[src/rtl/exec_unit_sequencer_pkg.sv]
// Shared constants for the execute-stage multi-cycle sequencer.
// Latency: n/a (declarations only).
// Backpressure: n/a.
package exec_unit_sequencer_pkg;

  localparam logic [3:0] ALU_MUL = 4'd1;
  localparam logic [3:0] ALU_ADD = 4'd2;
  localparam logic [3:0] ALU_SLL = 4'd3;
  localparam logic [3:0] ALU_XOR = 4'd4;
  localparam logic [3:0] ALU_EQ  = 4'd5;
  localparam logic [3:0] ALU_SUB = 4'd6;
  localparam logic [3:0] ALU_GE  = 4'd7;
  localparam logic [3:0] ALU_MAT = 4'd8;

  typedef enum logic [1:0] {
    RES_ALU = 2'd0,
    RES_MUL = 2'd1,
    RES_MAT = 2'd2
  } res_sel_e;

  localparam logic [2:0] IDLE      = 3'd0;
  localparam logic [2:0] MUL_WAIT  = 3'd1;
  localparam logic [2:0] MAT_REQ   = 3'd2;
  localparam logic [2:0] MAT_WAIT  = 3'd3;
  localparam logic [2:0] MAT_DRAIN = 3'd4;
  localparam logic [2:0] DONE      = 3'd5;

  function automatic logic is_multi_cycle(input logic [3:0] code);
    return (code == ALU_MUL) || (code == ALU_MAT);
  endfunction

endpackage

[src/rtl/exec_unit_sequencer_if.sv]
// EX-stage control, multi-cycle unit handshake and write-back signals.
// Latency: n/a (wiring only).
// Backpressure: stall is the only backpressure toward the pipeline.
interface exec_unit_sequencer_if;
  import exec_unit_sequencer_pkg::*;

  logic       ex_valid;
  logic [3:0] alu_ctrl;
  logic       flush;
  logic       mat_ack;
  logic       mat_done;
  logic       mul_start;
  logic       mat_req;
  logic       stall;
  res_sel_e   res_sel;
  logic       mc_wb_en;
  logic       busy;
  logic       mat_err;

  modport master (
    output ex_valid, alu_ctrl, flush, mat_ack, mat_done,
    input  mul_start, mat_req, stall, res_sel, mc_wb_en, busy, mat_err
  );

  modport slave (
    input  ex_valid, alu_ctrl, flush, mat_ack, mat_done,
    output mul_start, mat_req, stall, res_sel, mc_wb_en, busy, mat_err
  );
endinterface

[src/rtl/exec_unit_sequencer_mc_timeout_counter.sv]
// Loadable down-counter that saturates at zero, shared by MUL and MAT paths.
// Latency: load/decrement visible next cycle; flags are combinational.
// Backpressure: none.
module mc_timeout_counter #(
  parameter int CNT_W = 7
) (
  input  logic             clk,
  input  logic             rst,
  input  logic             load,
  input  logic [CNT_W-1:0] load_val,
  input  logic             dec,
  output logic             zero,
  output logic             last
);

  logic [CNT_W-1:0] cnt;

  always_ff @(posedge clk) begin
    if (rst) begin
      cnt <= '0;
    end else if (load) begin
      cnt <= load_val;
    end else if (dec && (cnt != '0)) begin
      cnt <= cnt - 1'b1;
    end
  end

  assign zero = (cnt == '0);
  // Set while the count is on its final cycle, so a timeout lands exactly on budget.
  assign last = (cnt <= CNT_W'(1));

endmodule

[src/rtl/exec_unit_sequencer.sv]
// Sequences multiply/matrix ops in EX: issues, stalls, selects and writes back.
// Latency: MUL = MUL_LAT+1 cycles to write-back; MAT = until mat_done or MAT_TIMEOUT.
// Backpressure: combinational stall freezes IF/ID/EX; mat_req held until mat_ack.
module exec_unit_sequencer
  import exec_unit_sequencer_pkg::*;
#(
  parameter int MUL_LAT     = 4,
  parameter int MAT_TIMEOUT = 64,
  parameter int CNT_W       = 7
) (
  input  logic                  clk,
  input  logic                  rst,
  exec_unit_sequencer_if.slave  bus
);

  logic [2:0] state, state_nxt;
  res_sel_e   done_sel, done_sel_nxt;
  logic       mat_err_q, err_set;
  logic       mc_code, issue, cnt_zero, expire;
  logic       ack, done;

  assign ack     = bus.mat_ack;
  assign done    = bus.mat_done;
  assign mc_code = bus.ex_valid & ~bus.flush & is_multi_cycle(bus.alu_ctrl);
  assign issue   = (state == IDLE) & mc_code & ~rst;

  mc_timeout_counter #(.CNT_W(CNT_W)) u_cnt (
    .clk      (clk),
    .rst      (rst),
    .load     (issue),
    .load_val ((bus.alu_ctrl == ALU_MUL) ? CNT_W'(MUL_LAT - 1) : CNT_W'(MAT_TIMEOUT - 1)),
    .dec      (state != IDLE),
    .zero     (cnt_zero),
    .last     (expire)
  );

  always_comb begin
    state_nxt    = state;
    done_sel_nxt = done_sel;
    err_set      = 1'b0;
    case (state)
      IDLE: begin
        if (issue) state_nxt = (bus.alu_ctrl == ALU_MUL) ? MUL_WAIT : MAT_REQ;
      end
      MUL_WAIT: begin
        if (bus.flush) begin
          state_nxt = IDLE;
        end else if (cnt_zero) begin
          state_nxt    = DONE;
          done_sel_nxt = RES_MUL;
        end
      end
      MAT_REQ: begin
        // An ack coincident with flush means the unit owns the op; drain it.
        if (bus.flush) begin
          state_nxt = (ack & ~done) ? MAT_DRAIN : IDLE;
        end else if (ack & done) begin
          state_nxt    = DONE;
          done_sel_nxt = RES_MAT;
        end else if (ack) begin
          state_nxt = MAT_WAIT;
        end else if (expire) begin
          state_nxt    = DONE;
          done_sel_nxt = RES_MAT;
          err_set      = 1'b1;
        end
      end
      MAT_WAIT: begin
        if (bus.flush) begin
          state_nxt = (done | expire) ? IDLE : MAT_DRAIN;
        end else if (done) begin
          state_nxt    = DONE;
          done_sel_nxt = RES_MAT;
        end else if (expire) begin
          state_nxt    = DONE;
          done_sel_nxt = RES_MAT;
          err_set      = 1'b1;
        end
      end
      MAT_DRAIN: begin
        if (done | expire) state_nxt = IDLE;
      end
      default: state_nxt = IDLE;
    endcase
  end

  always_ff @(posedge clk) begin
    if (rst) begin
      state     <= IDLE;
      done_sel  <= RES_ALU;
      mat_err_q <= 1'b0;
    end else begin
      state    <= state_nxt;
      done_sel <= done_sel_nxt;
      if (err_set) mat_err_q <= 1'b1;
    end
  end

  assign bus.mul_start = issue & (bus.alu_ctrl == ALU_MUL);
  assign bus.mat_req   = (issue & (bus.alu_ctrl == ALU_MAT)) | (state == MAT_REQ);
  assign bus.stall     = issue | (state == MUL_WAIT) | (state == MAT_REQ) |
                         (state == MAT_WAIT) | ((state == MAT_DRAIN) & mc_code);
  assign bus.res_sel   = (state == DONE) ? done_sel : RES_ALU;
  assign bus.mc_wb_en  = (state == DONE);
  assign bus.busy      = (state != IDLE);
  assign bus.mat_err   = mat_err_q;

endmodule

[src/flat_wrapper.sv]
// flat-port wrapper written by rule: the top's interface ports become plain ports
module exec_unit_sequencer_flat import exec_unit_sequencer_pkg::*;
#(
  parameter int MUL_LAT     = 4,
  parameter int MAT_TIMEOUT = 64,
  parameter int CNT_W       = 7
)
  (clk, rst, bus_ex_valid, bus_alu_ctrl, bus_flush, bus_mat_ack, bus_mat_done, bus_mul_start, bus_mat_req, bus_stall, bus_res_sel, bus_mc_wb_en, bus_busy, bus_mat_err);
  exec_unit_sequencer_if bus_i ();
  input  logic clk;
  input  logic rst;
  input wire logic [$bits(bus_i.ex_valid)-1:0] bus_ex_valid;
  input wire logic [$bits(bus_i.alu_ctrl)-1:0] bus_alu_ctrl;
  input wire logic [$bits(bus_i.flush)-1:0] bus_flush;
  input wire logic [$bits(bus_i.mat_ack)-1:0] bus_mat_ack;
  input wire logic [$bits(bus_i.mat_done)-1:0] bus_mat_done;
  output wire logic [$bits(bus_i.mul_start)-1:0] bus_mul_start;
  output wire logic [$bits(bus_i.mat_req)-1:0] bus_mat_req;
  output wire logic [$bits(bus_i.stall)-1:0] bus_stall;
  output wire logic [$bits(bus_i.res_sel)-1:0] bus_res_sel;
  output wire logic [$bits(bus_i.mc_wb_en)-1:0] bus_mc_wb_en;
  output wire logic [$bits(bus_i.busy)-1:0] bus_busy;
  output wire logic [$bits(bus_i.mat_err)-1:0] bus_mat_err;
  assign bus_i.ex_valid = bus_ex_valid;
  assign bus_i.alu_ctrl = bus_alu_ctrl;
  assign bus_i.flush = bus_flush;
  assign bus_i.mat_ack = bus_mat_ack;
  assign bus_i.mat_done = bus_mat_done;
  assign bus_mul_start = bus_i.mul_start;
  assign bus_mat_req = bus_i.mat_req;
  assign bus_stall = bus_i.stall;
  assign bus_res_sel = bus_i.res_sel;
  assign bus_mc_wb_en = bus_i.mc_wb_en;
  assign bus_busy = bus_i.busy;
  assign bus_mat_err = bus_i.mat_err;
  exec_unit_sequencer #(.MUL_LAT(MUL_LAT), .MAT_TIMEOUT(MAT_TIMEOUT), .CNT_W(CNT_W)) u_core (.clk(clk), .rst(rst), .bus(bus_i));
endmodule
[config.mk]
export PLATFORM = sky130hd
export DESIGN_NAME = exec_unit_sequencer_flat
export DESIGN_NICKNAME = d
export VERILOG_FILES = /design/src/rtl/exec_unit_sequencer_pkg.sv /design/src/rtl/exec_unit_sequencer_if.sv /design/src/rtl/exec_unit_sequencer_mc_timeout_counter.sv /design/src/rtl/exec_unit_sequencer.sv /design/src/flat_wrapper.sv
export SDC_FILE = /design/constraint.sdc
export NUM_CORES = 1
export LEC_CHECK = 0
export ABC_CLOCK_PERIOD_IN_PS = 2900
export CAP_MARGIN = 20
export CORE_ASPECT_RATIO = 0.75
export CORE_MARGIN = 4
export CORE_UTILIZATION = 31
export DETAILED_ROUTE_END_ITERATION = 6
export GPL_ROUTABILITY_DRIVEN = 0
export GPL_TIMING_DRIVEN = 0
export PLACE_DENSITY = 0.61
export REMOVE_ABC_BUFFERS = 1
export SLEW_MARGIN = 20
export SYNTH_ARGS = -nofsm -noshare
export SYNTH_HDL_FRONTEND = slang
export SYNTH_HIERARCHICAL = 1
export SYNTH_SLANG_ARGS = --single-unit
[constraint.sdc]
create_clock -name clk -period 2.9 [get_ports clk]
set_input_delay 0.435 -clock clk [delete_from_list [all_inputs] [get_ports clk]]
set_output_delay 0.435 -clock clk [all_outputs]
set_load 0.005 [all_outputs]
==> qor.txt <==
Status: complete, no violations
Vias/cell: 5.56
ANT cells: 0
Cell row count: 17
Slew margin rel.: 0.457
Sequential area share after synthesis: 0.260
# H-tree levels: 1
Placed insts: 181
Final #Nets: 162
Die area: 4220 um2
Final period utilization: 0.965
Worst path slowest cell: clkdlybuf4s50_1
Max incr delay on CP: 0.53 ns
GRT Resource Usage Total: 0.131
Antenna violations before repair: 0
Synth warnings: 6
CP Class: in -> out
Overall Power: 483 uW
Starting Density: 0.332
Critical path's top delay family: buffers and inverters
Worst R2R Setup Slack: 0.64 ns
Num Clock Sinks: 13
Initial drt markers: 83
Routed via count: 1035
Fill cell count: 305
I/O Buffers: 17
Setup TNS: 0 ns
Core area: 3020 um2
Clk buf depth: 2
CP Cell Sequence: clkdlybuf4s50_1 > xor2_1 > nand4_1 > or4_1 > o21ai_0 > clkdlybuf4s50_1
FF-to-FF path depth: 7
Crit. Startpoint: bus_alu_ctrl[3]
CTS clk-pin slew, worst paths: 0.06 ns
Total CTS buffers: 3
FF-to-FF Start: u_core/state[0]
Layout cells sized above 1: 0.0608
1st-pass router iterations: 4
WP buf/inv: 2
R2R Path End: u_core/u_cnt/cnt[1]
Root buf cell: clkbuf_8
Top FF cell, synth: dfxtp_1
Max Slew Vio Count: 0
Post-synth EDFFs: 0
Clock Skews: 0.00224 ns
WL/cell: 14.3 um
Setup violations, final: 0
Worst Min Path Start: u_core/done_sel[1]
Power per cell area: 385 nW/um2
Hold Fails Final Rpt: 0
RSZ-0062 raised after global routing: no
Hold_ws: 0.455 ns
Async SR Flop Fraction: 0
Final instance area: 1260 um2
CTS tree: done
Mapped cell area: 1000 um2
First-pass GRT wire length: 4410 um
CP max FO: 3
Worst Tran Pin Value: 0.803 ns
Synth unique cells: 49
Non-Filler Instances: 186
Die Width: 73.7 um
Most used cell along the critical path: clkdlybuf4s50_1
Min cycle time layout: 2.80 ns
Worst setup path endpoint: bus_stall
GR Overflow Total: 0
Remaining DRCs: 0
Max-Cap Viols: 0
WL final: 2660 um
CP endpoint kind: primary output
Worst EP arrival: 2.36 ns
Die H: 57.2 um
FF+latch count, synth: 13
Number of global-route vias before repair: 968
Syn Area/Cell: 7.71 um2
Hold Crit Class: reg -> reg
Hpwl dp: 1870 um
Post-DP Area: 1200 um2
Cells after Synth: 130
CP required: 2.47 ns
Startpoint types: primary input
Area grow syn2layout: 25.3%
Post-route ant nets: 0
Ports: 18
Leakage power total: 0.464 nW
Clk Latency, worst-skew pair: 0.24 ns
Min setup slack post-route: 0.102 ns
WP depth: 6
Largest net degree at the start of global routing: 20
Place WS: -0.00182 ns
Post-layout util: 0.416
Max VDD drop: 0.136 mV
Max Fclk: 0.357 GHz
[area by class of cell]
cell class	instances	area [um2]	share of cell area
multi-input cells	103	687	0.547
repair buffers	18	179	0.142
clock buffers	4	45.0	0.0359
inverters	10	37.5	0.0299
flip-flops and latches	13	260	0.207
well taps	38	47.5	0.0378
[tightest hold or removal path: cells and delay by family, from the launching register on]
| family | cells | cell delay [ns] |
|---|---|---|
| AOI/OAI and AO/OA | 1 | 0.05 |
| DFF | 1 | 0.31 |
| and+or+nand+nor | 1 | 0.05 |
[layer usage]
metal / vias up / track usage / wire [um] / share of wire
met4: 0 / 0.0439 / 0 / 0
met5: - / 0 / 0 / 0
li1: 516 / - / - / -
met1: 488 / 0.183 / 1300 / 0.49
met2: 31 / 0.202 / 1240 / 0.47
met3: 0 / 0.0211 / 121 / 0.045
[logic make-up (layout without fill, tap and decap cells)]
logic type	count (synthesis)	after routing	synth area share
flops	13	13	0.260
mux	2	2	0.0212
other cells	2	3	0.00749
fa+ha+maj	3	3	0.0375
compound gates	35	35	0.258
xor+xnor	1	1	0.00874
buf+inv	15	32	0.0587
simple gates	59	59	0.348
[timing repair]
item | in CTS | in global routing
gates resized for setup | 1 | 1
gates cloned | 0 | 0
pin swaps | 0 | 1
hold buffers | 0 | 0
endpoints found under the setup margin | 1 | 1
setup buffers | 0 | 1
[Yosys cell counts, types with 2 or more instances]
cell | count | area share
ha_1 | 3 | 0.037
a21oi_1 | 5 | 0.025
nand3_1 | 2 | 0.010
a221oi_1 | 3 | 0.026
nand2_1 | 5 | 0.019
a311oi_1 | 2 | 0.017
o21a_1 | 2 | 0.015
or3_1 | 2 | 0.012
or4_1 | 3 | 0.022
inv_1 | 10 | 0.037
and3_1 | 2 | 0.012
nor4b_1 | 3 | 0.026
o22ai_1 | 2 | 0.012
nand3b_1 | 3 | 0.022
nand2b_1 | 5 | 0.031
nor3_1 | 4 | 0.020
clkbuf_1 | 3 | 0.011
buf_2 | 2 | 0.010
conb_1 | 2 | 0.0075
nor3b_1 | 3 | 0.022
nor2_1 | 15 | 0.056
a211o_1 | 2 | 0.017
o31a_1 | 3 | 0.026
nor4_1 | 2 | 0.012
dfxtp_1 | 13 | 0.26
o21ai_0 | 4 | 0.020
nor2b_1 | 3 | 0.019
[where the power goes]
group	switching, mW	leakage (nW)	internal (mW)	total (mW)
logic	0.0659	0.337	0.0547	0.121
registers	0.0107	0.105	0.185	0.195
clock network	0.0701	0.0228	0.0971	0.167
[registers in the layout (all words and copies together) (netlist names)]
| name | cells |
|---|---|
| u_core/done_sel | 2 |
| u_core/bus.mat_err | 1 |
| u_core/u_cnt/cnt | 7 |
| u_core/state | 3 |
[how the worst min path moves through the flow]
| stage | end | cells after the start |
|---|---|---|
| after global placement | u_core/done_sel[1] | 2 |
| after global routing | u_core/done_sel[1] | 2 |
| after CTS | u_core/done_sel[1] | 2 |
| after detailed placement | u_core/done_sel[1] | 2 |
| final | u_core/done_sel[1] | 2 |
| after floorplan | u_core/done_sel[1] | 2 |
[cells in the final DEF (no fill, tap or decap), types with 2 or more instances in the layout]
master,count
o21ai_0,4
or3_1,2
dfxtp_1,13
nor3_1,4
conb_1,3
nand3b_1,3
ha_1,3
clkbuf_8,3
clkdlybuf4s50_1,15
and3_1,2
nand2_1,5
nor2_1,15
nor4b_1,3
nor4_1,2
o21a_1,2
a311oi_1,2
nand2b_1,5
o22ai_1,2
inv_1,10
nor2b_1,3
nand3_1,2
nor3b_1,3
a221oi_1,3
o31a_1,3
or4_1,3
a21oi_1,5
a211o_1,2
No activity file was read; power rests on OpenSTA's default activity.
